$ cat src/rtl/top_pkg.sv
// Bus width constants shared by the AXI crossbar and its device-side adapters.
package top_pkg;

  localparam int AXI_AW  = 32;
  localparam int AXI_DW  = 32;
  localparam int AXI_DSW = 4;
  localparam int AXI_IW  = 4;

endpackage

$ cat src/rtl/axi_pkg.sv
// AXI channel bundles between crossbar and device side, response codes and
// the device adapter state encoding.
package axi_pkg;

  import top_pkg::*;

  localparam logic [1:0] RESP_OKAY   = 2'b00;
  localparam logic [1:0] RESP_SLVERR = 2'b10;

  typedef struct packed {
    logic [AXI_IW-1:0]  awid;
    logic [AXI_AW-1:0]  awaddr;
    logic               awvalid;
    logic [AXI_DW-1:0]  wdata;
    logic [AXI_DSW-1:0] wstrb;
    logic               wvalid;
    logic               bready;
    logic [AXI_IW-1:0]  arid;
    logic [AXI_AW-1:0]  araddr;
    logic               arvalid;
    logic               rready;
  } axi_h2d_t;

  typedef struct packed {
    logic               awready;
    logic               wready;
    logic [AXI_IW-1:0]  bid;
    logic [1:0]         bresp;
    logic               bvalid;
    logic               arready;
    logic [AXI_IW-1:0]  rid;
    logic [AXI_DW-1:0]  rdata;
    logic [1:0]         rresp;
    logic               rlast;
    logic               rvalid;
  } axi_d2h_t;

  typedef enum logic [1:0] {
    ST_IDLE = 2'd0,
    ST_REQ  = 2'd1,
    ST_WAIT = 2'd2,
    ST_RESP = 2'd3
  } adapter_state_e;

  function automatic logic [1:0] resp_from_err(input logic err);
    return err ? RESP_SLVERR : RESP_OKAY;
  endfunction

endpackage

$ cat src/rtl/axi_device_adapter.sv
// Single-outstanding bridge from one AXI slave port to a req/gnt/rvalid device:
// one AXI transaction becomes one device request and one B or R beat.
module axi_device_adapter
  import top_pkg::*;
  import axi_pkg::*;
(
  input  logic               clk_i,
  input  logic               rst_ni,
  output logic               req_o,
  input  logic               gnt_i,
  output logic               we_o,
  output logic [AXI_DSW-1:0] be_o,
  output logic [AXI_AW-1:0]  addr_o,
  output logic [AXI_DW-1:0]  wdata_o,
  input  logic               valid_i,
  input  logic [AXI_DW-1:0]  rdata_i,
  input  logic               err_i,
  input  axi_h2d_t           axi_i,
  output axi_d2h_t           axi_o
);

  adapter_state_e     r_state;
  logic               r_req;
  logic               r_we;
  logic [AXI_DSW-1:0] r_be;
  logic [AXI_AW-1:0]  r_addr;
  logic [AXI_DW-1:0]  r_wdata;
  logic [AXI_IW-1:0]  r_id;
  logic               r_is_write;
  logic [AXI_DW-1:0]  r_rdata;
  logic               r_err;
  logic               r_bvalid;
  logic               r_rvalid;

  logic w_aw_accept;
  logic w_ar_accept;
  logic w_resp_done;

  // Readies are combinational in IDLE; gating with rst_ni keeps them low during reset.
  assign w_aw_accept = rst_ni && (r_state == ST_IDLE) && axi_i.awvalid && axi_i.wvalid;
  assign w_ar_accept = rst_ni && (r_state == ST_IDLE) && !(axi_i.awvalid && axi_i.wvalid)
                       && axi_i.arvalid;
  assign w_resp_done = (r_bvalid && axi_i.bready) || (r_rvalid && axi_i.rready);

  // Transaction FSM with registered device request and response fields.
  always_ff @(posedge clk_i or negedge rst_ni) begin
    if (!rst_ni) begin
      r_state    <= ST_IDLE;
      r_req      <= 1'b0;
      r_we       <= 1'b0;
      r_be       <= '0;
      r_addr     <= '0;
      r_wdata    <= '0;
      r_id       <= '0;
      r_is_write <= 1'b0;
      r_rdata    <= '0;
      r_err      <= 1'b0;
      r_bvalid   <= 1'b0;
      r_rvalid   <= 1'b0;
    end else begin
      case (r_state)
        ST_IDLE: begin
          if (w_aw_accept) begin
            r_state    <= ST_REQ;
            r_req      <= 1'b1;
            r_we       <= 1'b1;
            r_be       <= axi_i.wstrb;
            r_addr     <= axi_i.awaddr;
            r_wdata    <= axi_i.wdata;
            r_id       <= axi_i.awid;
            r_is_write <= 1'b1;
          end else if (w_ar_accept) begin
            r_state    <= ST_REQ;
            r_req      <= 1'b1;
            r_we       <= 1'b0;
            r_be       <= 4'hF;
            r_addr     <= axi_i.araddr;
            r_wdata    <= '0;
            r_id       <= axi_i.arid;
            r_is_write <= 1'b0;
          end
        end
        ST_REQ: begin
          if (gnt_i) begin
            r_state <= ST_WAIT;
            r_req   <= 1'b0;
            r_we    <= 1'b0;
            r_be    <= '0;
            r_addr  <= '0;
            r_wdata <= '0;
          end
        end
        ST_WAIT: begin
          if (valid_i) begin
            r_state  <= ST_RESP;
            r_rdata  <= rdata_i;
            r_err    <= err_i;
            r_bvalid <= r_is_write;
            r_rvalid <= !r_is_write;
          end
        end
        ST_RESP: begin
          if (w_resp_done) begin
            r_state    <= ST_IDLE;
            r_bvalid   <= 1'b0;
            r_rvalid   <= 1'b0;
            r_id       <= '0;
            r_rdata    <= '0;
            r_err      <= 1'b0;
            r_is_write <= 1'b0;
          end
        end
        default: begin
          r_state  <= ST_IDLE;
          r_req    <= 1'b0;
          r_bvalid <= 1'b0;
          r_rvalid <= 1'b0;
        end
      endcase
    end
  end

  assign req_o   = r_req;
  assign we_o    = r_we;
  assign be_o    = r_be;
  assign addr_o  = r_addr;
  assign wdata_o = r_wdata;

  // Assemble the AXI response bundle from the capture registers.
  always_comb begin
    axi_o         = '0;
    axi_o.awready = w_aw_accept;
    axi_o.wready  = w_aw_accept;
    axi_o.arready = w_ar_accept;
    axi_o.bid     = r_id;
    axi_o.bresp   = resp_from_err(r_err);
    axi_o.bvalid  = r_bvalid;
    axi_o.rid     = r_id;
    axi_o.rdata   = r_rdata;
    axi_o.rresp   = resp_from_err(r_err);
    axi_o.rlast   = r_rvalid;
    axi_o.rvalid  = r_rvalid;
  end

endmodule

$ cat config.mk
export PLATFORM = sky130hd
export DESIGN_NAME = axi_device_adapter
export DESIGN_NICKNAME = d
export VERILOG_FILES = /design/src/rtl/top_pkg.sv /design/src/rtl/axi_pkg.sv /design/src/rtl/axi_device_adapter.sv
export SDC_FILE = /design/constraint.sdc
export NUM_CORES = 1
export LEC_CHECK = 0
export ABC_AREA = 1
export BUFFER_PORTS_ARGS = -buffer_cell sky130_fd_sc_hd__buf_4
export CAP_MARGIN = 20
export CORE_UTILIZATION = 45
export DETAILED_ROUTE_END_ITERATION = 6
export PLACE_DENSITY = 0.78
export REMOVE_ABC_BUFFERS = 1
export SLEW_MARGIN = 20
export SYNTH_ARGS = -nofsm -noshare
export SYNTH_HDL_FRONTEND = slang
export SYNTH_SLANG_ARGS = --single-unit
$ cat constraint.sdc
create_clock -name clk_i -period 2 [get_ports clk_i]
set_input_delay 0.3 -clock clk_i [delete_from_list [all_inputs] [get_ports clk_i]]
set_output_delay 0.3 -clock clk_i [all_outputs]
set_load 0.02 [all_outputs]
### Word-level counts from Yosys, hierarchy flattened

Cells that the tools add are included.

* bits in registers: 112
* logic and storage cells: 78
* output and inout bits: 120
* bits of input ports: 150

* reduce and logical (&&, ||, !) cells: 19
* mux-type cells: 40
* equal/unequal tests: 7

Operator list (number)
* $mux W32: 7
* $pmux W32 S2: 3
* $mux W4: 6
* $pmux W4 S2: 2
* $mux W2: 6
* $pmux W1 S2: 6
* $mux W1: 9
* $reduce_and A3 Y1: 3
* $logic_and A1 B1 Y1: 8
* $pmux W2 S4: 1
* $ne A2 B2 Y1 const B: 3
* $reduce_bool A2 Y1: 3
* $eq A2 B2 Y1 const B: 2
* $reduce_and A4 Y1: 1
* $ne A3 B3 Y1 const B: 1
* $eq A2 B1 Y1 const B: 1
* $logic_not A1 Y1: 2
* $logic_not A2 Y1: 1
* $logic_or A1 B1 Y1: 1

### Depth between registers and ports, before layout

* depth in word-level cells: 7
* depth in mapped cells: 11
* depth with buffers taken out: 10

### Least setup slack after synthesis

No wires, ideal clock.

* kind: flip-flop to output port
* start: register r_state[0]
* end: output port axi_o[48] (netlist bit)
* arrival time: 1.245 ns
* stages on the path, launching flop included: 7
* path buffers: 2
* slack: 0.455 ns
* required time: 1.700 ns
* path through: dfrtp_1 > inv_1 > ha_1 > nand2_2 > nor2_2 > buf_2 > buf_4

* longest elaborated chain between the ends: 4

RTL lines
* start, declared: line axi_device_adapter.sv:22 `adapter_state_e r_state;`
* start signal, assigned: line axi_device_adapter.sv:48 `r_state <= ST_IDLE;`
* start signal, assigned: line axi_device_adapter.sv:64 `r_state <= ST_REQ;`
* start signal, assigned: line axi_device_adapter.sv:73 `r_state <= ST_REQ;`
* $logic_not A2 Y1: line axi_device_adapter.sv:40 `assign w_aw_accept = rst_ni && (r_state == ST_IDLE) && axi_i.awvalid && axi_i.wvalid;`
* $logic_and A1 B1 Y1 (3 in a row): line axi_device_adapter.sv:40
* end, declared: line axi_device_adapter.sv:19 `output axi_d2h_t axi_o`

No other way between the ends.

==> flow_summary.toml <==
[status]
outcome = "complete, no violations"

[floorplan]
pin_count = 270
coreArea_um2 = 12000
start_util_pct = 46.3
dieArea_um2 = 12800
row_count = 40
die_height_um = 113
fp.dieW_um = 113

[layout]
fin_cells = 1163
fin_util_pct = 66.3
nFillCells = 1090
area_growth_pct = 43.2
area.sequential_um2 = 2800
antenna_cells = 0
multi_input_area_um2 = 2150
drive_above_1_share_pct = 30.4
nets = 1165

[synth]
yosys_warnings = 0
avgSynthCellArea_um2 = 7.25
syn-cell-area_um2 = 5560
syn_inst = 767
synth_top_area_share_pct = 50.4
ys_seq_area_share_pct = 50.4
synth.largest_area_cell = "dfrtp_1"
synth_top_cells_by_area = "dfrtp_1, nand2_1, inv_1"
ys_seq_elements = 112
synth_cell_types = 24

[flow_run]
maxCapViolations = 0

[grt]
antenna_found_initial = 0
grt_pass1_vias = 5068
track_usage_pct = 23.5
grt_pass1_wl_um = 23800
grt.overflow.total = 0
grt_max_degree = 109

[route]
drtPass1Iterations = 4
drt-initial-drc-count = 329
m1WireLength_um = 6210
route.final.wire_length_um = 15000
viasPerCell = 4.62
drc = 0
routed.top_layer = "met4"
wl_met2_um = 7470
vias = 5369
wl_per_cell_um = 12.9
route.met3.wl_um = 962
detail-route-antenna-nets = 0

[hold_path]
hp-class = "primary input to register"
hp-start = "axi_i[62]"

[setup_path]
crit_fanout = 19
timing.rr.start = "r_state[1]"
crit_type = "register to output port"
cp_slowest_cell = "dfrtp_1"
r2r_slack_ns = 0.23
cp-startpoint = "r_state[0]"
worst_setup_path_start_kind = "register"
cp-end-kind = "output port"
rr_worst_depth = 8
setup.worst_path.end = "axi_o[49]"
critical_path_required_ns = 1.70
r2r-end = "addr_o[29]"
crit_chain = "inv_2 -> ha_4 -> nand2_2 -> nor2_4 -> buf_12 -> buf_4"
critPathMaxStageDelay_ns = 0.42
arrival_ns = 1.58

[sta]
hold_violations = 0
fin_ws_ns = 0.119
maxSlewViolCount = 0
post-route-period-util_pct = 94.0
setup_viol = 0
fmax_ghz = 0.532
rsz0062_at_grt = "yes"
hold_slack_ns = 0.158
fin_crit_ns = 1.88
tightestPinTransition_ns = 0.589
slew_headroom_pct = 60.7
worst_clock_skew_ns = 0.00586

[clock_tree]
cts-htree-levels = 3
cts_tree = "built"
cts_buffers = 9
clock_latency_ns = 0.33
cts_root_buf = "clkbuf_16"
clockBufferDepth = 2
cts_sinks = 112
clkTransAtPathRegs_ns = 0.07

[pwr]
power_density_nw_per_um2 = 1480
leakagePower_nw = 4.87
ir_worst_vdd_uv = 1230
p_total_mw = 11.8

[placed_design]
dpl_worst_slack_ns = 0.119
dp.cells = 1142
numPortBuffers = 267
hpwl_um = 10400
place_congestion = 0.814
## synth_stat cells (all sizes together)
cell type / number
or2: 1
inv: 86
conb: 1
o21ai: 37
ha: 4
nand3: 4
o211ai: 1
nor2: 52
a21oi: 1
nand2: 416
nand4: 2
clkbuf: 10
buf: 40
dfrtp: 112
## layer usage
layer,GRT usage [%],vias up
li1,-,2715
met1,28.3,2429
met2,40.8,195
met3,5.68,30
met4,8.77,0
met5,0,-
## critical path, delay by kind of cell (launching register included)
kind / cells / cell delay, ns
flops: 1 / 0.42
simple gates: 2 / 0.23
buf+inv: 3 / 0.42
fa+ha+maj: 1 / 0.16
## through the flow
stage                     area, µm²  setup TNS (ns)
after floorplan                5230          -64.56
after global placement         7600               0
after detailed placement       7600               0
after CTS                      7920               0
after global routing           7960       -0.000680
final                          7960               0
## state kept, by name (all words and copies together), names as in the netlist
name        cells
r_err           1
we_o            1
wdata_o        32
r_is_write      1
addr_o         32
r_state         2
be_o            4
r_rdata        32
r_id            4
r_rvalid        1
r_bvalid        1
req_o           1
## cell usage in the layout (no fill, tap or decap)
cell	instances
buf_12	8
or2_2	1
ha_1	3
clkbuf_16	9
dlygate4sd3_1	1
inv_2	3
nand2_2	2
bufbuf_16	1
nor2_8	1
ha_4	1
dfrtp_1	112
o211ai_4	1
a21oi_4	1
nor2_4	3
nor2_1	48
buf_4	271
o21ai_0	36
nand4_1	2
clkinv_4	1
o21ai_4	1
nand2_1	414
clkinv_2	3
nor2_2	1
clkbuf_1	2
nand3_1	4
conb_1	2
inv_6	1
inv_1	83
## layout make-up
class / instances / share of cell area, %
timing repair buffer: 281 / 28.1
clock inverter: 5 / 0.409
clock buffer: 11 / 2.92
inverter: 86 / 4.05
tap: 147 / 2.31
sequential: 112 / 35.2
multi-input combinational: 521 / 27.0
## how the worst min path moves through the flow
stage                             end  slack, ns  cells after the start
after floorplan             addr_o[0]      0.004                      0
after detailed placement      r_id[2]       0.13                      1
after global placement     r_is_write       0.13                      1
after CTS                 wdata_o[18]       0.15                      3
after global routing      wdata_o[10]       0.14                      3
final                     wdata_o[18]       0.16                      3
## cell families after synthesis
family / Yosys count / share of synthesized area (%)
buffers and inverters: 136 / 11.8
AO/OA/AOI/OAI: 39 / 3.92
other: 1 / 0.0674
AND/OR/NAND/NOR: 475 / 32.9
adder cells (fa/ha/maj): 4 / 0.900
flip-flops: 112 / 50.4
## what timing repair did
item | CTS | global route
cloned | 1 | 1
resized for setup | 2 | 3
setup buffers | 1 | 1
hold buffers | 1 | 0
pin swaps | 1 | 2
setup endpoints to repair | 2 | 29
endpoints found under the hold margin | 4 | 0
## power by group
part           switching (mW)  leakage (nW)  total (mW)  internal [mW]
clock network           0.791         0.134        1.64          0.848
registers               0.568          1.45        3.81           3.24
logic                    3.84          3.29        6.37           2.53
total                    5.20          4.87        11.8           6.62
Power figures use the tool's default switching activity.
